**src/rtl/miner_pkg.sv**
```systemverilog
// Shared miner definitions: control word layout, result codes, scheduler states and stop causes.
package miner_pkg;
  localparam int CTL_RUN      = 0;
  localparam int CTL_TEST     = 1;
  localparam int CTL_HALT     = 2;
  localparam int CTL_PADL_LSB = 3;
  localparam int CTL_PADF_LSB = 11;

  localparam logic [7:0] PADF_DEFAULT = 8'h06;
  localparam logic [7:0] PADL_DEFAULT = 8'h80;

  localparam logic [1:0] RES_FOUND     = 2'd0;
  localparam logic [1:0] RES_EXHAUSTED = 2'd1;
  localparam logic [1:0] RES_ABORTED   = 2'd2;

  typedef enum logic [2:0] {
    ST_IDLE, ST_ARM, ST_RUN, ST_HALT, ST_STOP, ST_EVAL, ST_REPORT
  } state_e;

  typedef enum logic [1:0] {
    CAUSE_MATCH, CAUSE_CHECKPOINT, CAUSE_ABORT
  } cause_e;

  function automatic logic [18:0] ctl_word(input logic [7:0] padf, input logic [7:0] padl,
                                           input logic halt, input logic test, input logic run);
    logic [18:0] w;
    w = '0;
    w[CTL_PADF_LSB +: 8] = padf;
    w[CTL_PADL_LSB +: 8] = padl;
    w[CTL_HALT] = halt;
    w[CTL_TEST] = test;
    w[CTL_RUN]  = run;
    return w;
  endfunction

  // Offset arithmetic wraps modulo 2^64 so ranges straddling all-ones behave.
  function automatic logic nonce_in_range(input logic [63:0] cur, input logic [63:0] start,
                                          input logic [63:0] count);
    logic [63:0] offset;
    offset = cur - start;
    return offset < count;
  endfunction
endpackage

```
**src/rtl/miner_ctl_sync_wait.sv**
```systemverilog
// Hold counter: done once N cycles have elapsed since restart and cond is true.
// Latency N cycles minimum; cond stretches the hold indefinitely.
module miner_ctl_sync_wait
  import miner_pkg::*;
#(
  parameter int N = 3
) (
  input  logic clk,
  input  logic rst_n,
  input  logic restart,
  input  logic cond,
  output logic done
);
  localparam int CW = (N > 1) ? $clog2(N + 1) : 1;
  localparam logic [CW-1:0] LAST = CW'(N - 1);

  logic [CW-1:0] cnt_q, cnt_d;

  always_comb begin
    cnt_d = cnt_q;
    if (restart) begin
      cnt_d = '0;
    end else if (cnt_q != LAST) begin
      cnt_d = cnt_q + 1'b1;
    end
  end

  always_ff @(posedge clk or negedge rst_n) begin
    if (!rst_n) begin
      cnt_q <= '0;
    end else begin
      cnt_q <= cnt_d;
    end
  end

  assign done = (cnt_q == LAST) && cond;
endmodule

```
**src/rtl/miner_job_scheduler.sv**
```systemverilog
// Runs one miner per host job in timeslices with halt checkpoints; result 1 cycle after EVAL.
// Backpressure: job_ready only in IDLE; result held in REPORT until res_ready.
module miner_job_scheduler
  import miner_pkg::*;
#(
  parameter int         TIMESLICE   = 4096,
  parameter int         SYNC_CYCLES = 3,
  parameter logic [7:0] PADF        = PADF_DEFAULT,
  parameter logic [7:0] PADL        = PADL_DEFAULT
) (
  input  logic         clk,
  input  logic         rst_n,
  input  logic         job_valid,
  output logic         job_ready,
  input  logic [255:0] job_header,
  input  logic [255:0] job_difficulty,
  input  logic [63:0]  job_start_nonce,
  input  logic [63:0]  job_nonce_count,
  input  logic         job_test,
  input  logic         abort,
  output logic         res_valid,
  input  logic         res_ready,
  output logic [63:0]  res_nonce,
  output logic [1:0]   res_code,
  output logic [255:0] miner_header,
  output logic [255:0] miner_difficulty,
  output logic [63:0]  miner_start_nonce,
  output logic [18:0]  miner_control,
  input  logic [63:0]  miner_solution,
  input  logic         miner_irq,
  output logic         busy
);
  localparam int TW = (TIMESLICE > 1) ? $clog2(TIMESLICE) : 1;
  localparam logic [TW-1:0] TS_LAST  = TW'(TIMESLICE - 1);
  localparam logic [TW-1:0] IRQ_MASK = TW'(SYNC_CYCLES);
  localparam logic [18:0]   CTL_IDLE = ctl_word(PADF, PADL, 1'b0, 1'b0, 1'b0);

  state_e         state_q, state_d;
  cause_e         cause_q, cause_d;
  logic [255:0]   hdr_q, hdr_d, diff_q, diff_d;
  logic [63:0]    start_q, start_d, count_q, count_d, cur_q, cur_d;
  logic           test_q, test_d;
  logic [TW-1:0]  ts_q, ts_d;
  logic           job_ready_q, job_ready_d, busy_q, busy_d;
  logic           res_valid_q, res_valid_d;
  logic [63:0]    res_nonce_q, res_nonce_d, mstart_q, mstart_d;
  logic [1:0]     res_code_q, res_code_d;
  logic [18:0]    ctl_q, ctl_d;
  logic           hold_restart, hold_cond, hold_done;

  // ARM and STOP both need a settle window for the miner's 2-flop control sync.
  miner_ctl_sync_wait #(.N(SYNC_CYCLES)) u_hold (
    .clk     (clk),
    .rst_n   (rst_n),
    .restart (hold_restart),
    .cond    (hold_cond),
    .done    (hold_done)
  );

  assign hold_restart = (state_d != state_q);
  assign hold_cond    = (state_q == ST_STOP) ? !miner_irq : 1'b1;

  always_comb begin
    state_d    = state_q;
    cause_d    = cause_q;
    hdr_d      = hdr_q;
    diff_d     = diff_q;
    start_d    = start_q;
    count_d    = count_q;
    test_d     = test_q;
    cur_d      = cur_q;
    res_code_d = res_code_q;
    ts_d       = '0;
    case (state_q)
      ST_IDLE: begin
        if (job_valid && job_ready_q) begin
          hdr_d   = job_header;
          diff_d  = job_difficulty;
          start_d = job_start_nonce;
          count_d = job_nonce_count;
          test_d  = job_test;
          cur_d   = job_start_nonce;
          if (job_nonce_count == 64'd0) begin
            state_d    = ST_REPORT;
            res_code_d = RES_EXHAUSTED;
          end else begin
            state_d = ST_ARM;
          end
        end
      end
      ST_ARM: begin
        if (abort) begin
          state_d = ST_STOP;
          cause_d = CAUSE_ABORT;
        end else if (hold_done) begin
          state_d = ST_RUN;
        end
      end
      ST_RUN: begin
        ts_d = ts_q + 1'b1;
        // Early irq may be a leftover from before the miner saw run rise.
        if (abort) begin
          state_d = ST_STOP;
          cause_d = CAUSE_ABORT;
        end else if (miner_irq && (ts_q >= IRQ_MASK)) begin
          state_d = ST_STOP;
          cause_d = CAUSE_MATCH;
          cur_d   = miner_solution;
        end else if (ts_q == TS_LAST) begin
          state_d = ST_HALT;
        end
      end
      ST_HALT: begin
        if (abort) begin
          state_d = ST_STOP;
          cause_d = CAUSE_ABORT;
        end else if (miner_irq) begin
          state_d = ST_STOP;
          cause_d = CAUSE_CHECKPOINT;
          cur_d   = miner_solution;
        end
      end
      ST_STOP: begin
        if (hold_done) state_d = ST_EVAL;
      end
      ST_EVAL: begin
        state_d = ST_REPORT;
        if (cause_q == CAUSE_ABORT) begin
          res_code_d = RES_ABORTED;
        end else if (!nonce_in_range(cur_q, start_q, count_q)) begin
          res_code_d = RES_EXHAUSTED;
        end else if (cause_q == CAUSE_MATCH) begin
          res_code_d = RES_FOUND;
        end else begin
          state_d = ST_ARM;
        end
      end
      ST_REPORT: begin
        if (res_ready) state_d = ST_IDLE;
      end
      default: state_d = ST_IDLE;
    endcase

    job_ready_d = (state_d == ST_IDLE);
    busy_d      = (state_d != ST_IDLE);
    res_valid_d = (state_d == ST_REPORT);
    res_nonce_d = res_nonce_q;
    if ((state_d == ST_REPORT) && (state_q != ST_REPORT)) res_nonce_d = cur_d;
    mstart_d = (state_d == ST_ARM) ? cur_d : mstart_q;
    ctl_d    = ctl_word(PADF, PADL, state_d == ST_HALT, test_d,
                        (state_d == ST_RUN) || (state_d == ST_HALT));
  end

  always_ff @(posedge clk or negedge rst_n) begin
    if (!rst_n) begin
      state_q     <= ST_IDLE;
      cause_q     <= CAUSE_MATCH;
      hdr_q       <= '0;
      diff_q      <= '0;
      start_q     <= '0;
      count_q     <= '0;
      test_q      <= 1'b0;
      cur_q       <= '0;
      ts_q        <= '0;
      res_code_q  <= '0;
      job_ready_q <= 1'b1;
      busy_q      <= 1'b0;
      res_valid_q <= 1'b0;
      res_nonce_q <= '0;
      mstart_q    <= '0;
      ctl_q       <= CTL_IDLE;
    end else begin
      state_q     <= state_d;
      cause_q     <= cause_d;
      hdr_q       <= hdr_d;
      diff_q      <= diff_d;
      start_q     <= start_d;
      count_q     <= count_d;
      test_q      <= test_d;
      cur_q       <= cur_d;
      ts_q        <= ts_d;
      res_code_q  <= res_code_d;
      job_ready_q <= job_ready_d;
      busy_q      <= busy_d;
      res_valid_q <= res_valid_d;
      res_nonce_q <= res_nonce_d;
      mstart_q    <= mstart_d;
      ctl_q       <= ctl_d;
    end
  end

  assign job_ready         = job_ready_q;
  assign busy              = busy_q;
  assign res_valid         = res_valid_q;
  assign res_nonce         = res_nonce_q;
  assign res_code          = res_code_q;
  assign miner_header      = hdr_q;
  assign miner_difficulty  = diff_q;
  assign miner_start_nonce = mstart_q;
  assign miner_control     = ctl_q;
endmodule

```
**config.mk**
```make
export PLATFORM = sky130hd
export DESIGN_NAME = miner_job_scheduler
export DESIGN_NICKNAME = d
export VERILOG_FILES = /design/src/rtl/miner_pkg.sv /design/src/rtl/miner_ctl_sync_wait.sv /design/src/rtl/miner_job_scheduler.sv
export SDC_FILE = /design/constraint.sdc
export NUM_CORES = 2
export LEC_CHECK = 0
export CAP_MARGIN = 20
export CORE_AREA = 5 5 528 530
export DETAILED_ROUTE_END_ITERATION = 10
export DIE_AREA = 0 0 533 535
export SETUP_SLACK_MARGIN = 0.5
export SYNTH_ARGS = -nofsm -noshare
export SYNTH_HDL_FRONTEND = slang
export SYNTH_SLANG_ARGS = --single-unit
```
**constraint.sdc**
```tcl
create_clock -name clk -period 6.1 [get_ports clk]
set_input_delay 1.525 -clock clk [delete_from_list [all_inputs] [get_ports clk]]
set_output_delay 1.525 -clock clk [all_outputs]
set_load 0.03 [all_outputs]
```
==> flow_metrics.env <==
export IMPL_synth_edf_count=0
export IMPL_vias=35870
export IMPL_start_kind="flip-flop"
export IMPL_end_kind="flip-flop"
export IMPL_start_util_pct=13.75
export IMPL_cts_tree="built"
export IMPL_crit_required_ns=6.71
export IMPL_synth_mux_area_share_pct=3.872
export IMPL_core_area_um2=272900
export IMPL_first_global_vias=36480
export IMPL_path_max_fanout=8
export IMPL_skew_ns=0.03432
export IMPL_multi_input_area_um2=15060
export IMPL_pin_count=1375
export IMPL_fmax_mhz=170.1
export IMPL_cts_root_buf="clkbuf_16"
export IMPL_worstMarginPinSlew_ns=1.199
export IMPL_seqCellArea_um2=21500
export IMPL_clkTransAtPathRegs_ns=0.07
export IMPL_via_per_inst=3.893
export IMPL_r2r_slack_ns=0.22
export IMPL_n_fill_cell=29790
export IMPL_min_period_ns=5.880
export IMPL_dp_hpwl_um=213700
export IMPL_hold_viol=0
export IMPL_ant_nets=0
export IMPL_clock_path_buffers=3
export IMPL_firstDrtPassIters=5
export IMPL_postLayoutCellArea_um2=60560
export IMPL_fin_util_pct=22.19
export IMPL_synth_fa_ha_area_share_pct=4.323
export IMPL_slew_headroom_pct=20.08
export IMPL_setup_ws_ns=0.2195
export IMPL_irDropWorstVdd_v=0.0002853
export IMPL_synth_area_leader_cell="dfrtp_1"
export IMPL_place_area_um2=56060
export IMPL_worstRegToRegCells=30
export IMPL_grt_pass1_wl_um=334500
export IMPL_synth_top_area_share_pct=57.24
export IMPL_min_path_type="reg2reg"
export IMPL_cts_sinks=859
export IMPL_cts_buffers=105
export IMPL_yosys_most_used_dff="dfrtp_1"
export IMPL_layout_drive_gt1_share_pct=8.833
export IMPL_fp_dieW_um=533
export IMPL_powerDensity_nw_per_um2=663.8
export IMPL_routed_wl_um=252400
export IMPL_r2r_start="cur_q[0]$_DFF_PN0_"
export IMPL_gp_congestion=0.9498
export IMPL_hold_path_end="ts_q[0]$_DFF_PN0_"
export IMPL_crit_slowest_cell="a221o_1"
export IMPL_nNetsFinal=6357
export IMPL_rows=192
export IMPL_outcome="finished clean"
export IMPL_drv_cap=0
export IMPL_slowest_delay_ns=0.43
export IMPL_grt_max_degree=185
export IMPL_tns_ns=0
export IMPL_synth_compound_area_share_pct=6.544
export IMPL_crit_top_cell="buf_12"
export IMPL_syn_area_per_cell_um2=9.183
export IMPL_hold_slack_ns=0.4674
export IMPL_whs_path_depth=1
export IMPL_crit_type="reg2reg"
export IMPL_leakagePower_nw=27.78
export IMPL_slew_viol_final=0
export IMPL_synth_top_family_by_area="simple AND/OR/NAND/NOR gates"
export IMPL_dieHeight_um=535
export IMPL_track_usage_pct=17.01
export IMPL_synthSimpleGateAreaFrac_pct=22.53
export IMPL_min_from="ts_q[0]$_DFF_PN0_"
export IMPL_final_cell_mix="1871 x nand2_1, 1356 x clkdlybuf4s50_1, 858 x dfrtp_1"
export IMPL_final_common_cell="nand2_1"
export IMPL_critical_path_arrival_ns=6.49
export IMPL_ys_seq_area_share_pct=57.31
export IMPL_rsz0062_at_grt="yes"
export IMPL_drtIter0Drc=2423
export IMPL_dieArea_um2=285200
export IMPL_r2r_end="miner_start_nonce[0]$_DFFE_PN0N_"
export IMPL_yosys_top_cells_area="dfrtp_1 57%, nand2_1 19%, ha_1 4.3%"
export IMPL_fin_crit_sh_pct=96.40
export IMPL_grt_ovfl_total=0
export IMPL_dpl_worst_slack_ns=-0.008535
export IMPL_synth_xor_area_share_pct=1.634
export IMPL_cts_max_level=3
export IMPL_wl_per_cell_um=27.39
export IMPL_area_growth_pct=61.45
export IMPL_ys_types=69
export IMPL_drcViolationCount=0
export IMPL_async_reset_ff_share_pct=100.0
export IMPL_syn_area_um2=37510
export IMPL_synthCells=4085
export IMPL_synth_warnings=0
export IMPL_antenna_found_initial=136
export IMPL_clk_latency_ns=0.74
export IMPL_portBuffers=1358
export IMPL_setup_viol_count_final=0
export IMPL_synth_seq_cells=859
==> where the power goes <==
part           total (W)  internal [W]  switching, W
sequential       0.00991       0.00836       0.00155
clock            0.00667       0.00388       0.00278
combinational     0.0236       0.00898        0.0146
==> worst max-delay path: cells and delay by family (launching register included) <==
family | cells | cell delay, ns
AOI/OAI and AO/OA | 10 | 2.19
adders and majority gates | 3 | 0.81
buffers and inverters | 8 | 1.07
DFF | 1 | 0.38
muxes | 1 | 0.30
and+or+nand+nor | 8 | 0.99
==> state kept, by name (all words and copies together), names as in the netlist, 12 cells and up <==
register,count
miner_difficulty,256
miner_header,256
count_q,64
cur_q,64
miner_start_nonce,64
res_nonce,64
start_q,64
ts_q,12
==> synth_stat cells, drive strengths merged, types with 8 or more instances <==
| cell type | count |
|---|---|
| a31oi | 9 |
| xor2 | 26 |
| inv | 146 |
| and2 | 8 |
| o21bai | 10 |
| and3 | 15 |
| o21ai | 174 |
| a21o | 52 |
| nand3 | 82 |
| nor2 | 58 |
| nand4 | 28 |
| dfrtp | 858 |
| nand2 | 1873 |
| nor4 | 26 |
| or3 | 9 |
| buf | 37 |
| a21oi | 90 |
| clkbuf | 168 |
| xnor2 | 44 |
| nor2b | 13 |
| mux2 | 129 |
| nor3 | 15 |
| ha | 128 |
==> routing by layer <==
layer	routed length [um]	part of all wire [%]	global-route usage [%]	vias to the layer above
met5	402	0.16	0	-
met4	9221	3.7	4.867	60
met3	19390	7.7	5.006	448
met2	130900	52	31.66	1631
met1	92460	37	18.60	17690
li1	-	-	-	16040
==> final cells by class <==
class / count / share of cell area, %
diodes: 21 / 0.08677
clock buffers: 147 / 4.979
clock inverters: 47 / 1.018
inverters: 146 / 0.9049
multi-input cells: 2889 / 24.87
flip-flops and latches: 859 / 35.49
well taps: 3589 / 7.415
repair buffers: 1516 / 25.23
==> kinds of logic (layout without fill, tap and decap cells) <==
family | count (synthesis) | after routing
flip-flops | 859 | 859
multiplexers | 129 | 129
XOR/XNOR | 70 | 70
other | 2 | 37
buffers and inverters | 351 | 1856
AO/OA/AOI/OAI | 405 | 405
AND/OR/NAND/NOR | 2140 | 2140
adder cells (fa/ha/maj) | 129 | 129
==> how the worst max path moves through the flow <==
stage	from	end	slack (ns)	depth (start not counted)
6_report	cur_q[0]$_DFF_PN0_	miner_start_nonce[0]$_DFFE_PN0N_	0.22	30
5_1_grt	cur_q[0]$_DFF_PN0_	miner_start_nonce[38]$_DFFE_PN0N_	-0.04	30
4_1_cts	cur_q[0]$_DFF_PN0_	miner_start_nonce[39]$_DFFE_PN0N_	0.30	29
3_5_place_dp	cur_q[0]$_DFF_PN0_	miner_start_nonce[57]$_DFFE_PN0N_	-0.009	28
3_3_place_gp	cur_q[0]$_DFF_PN0_	res_nonce[19]$_DFFE_PN0P_	-0.02	28
2_1_floorplan	cur_q[0]$_DFF_PN0_	res_nonce[13]$_DFFE_PN0P_	0.78	25
==> through the flow <==
step	instances	power, W
2_1_floorplan	4099	0.02191
3_3_place_gp	8973	0.03264
3_5_place_dp	8973	0.03296
4_1_cts	9182	0.04060
5_1_grt	9205	0.04271
6_report	9214	0.04020
==> timing repair <==
item                                    in CTS  in global routing
setup buffers                               11                 11
hold buffers                                 0                  0
pin swaps                                    8                 12
endpoints found under the setup margin     133                133
cloned                                       4                  0
gates resized for setup                     74                 43
Power figures use the tool's default switching activity.
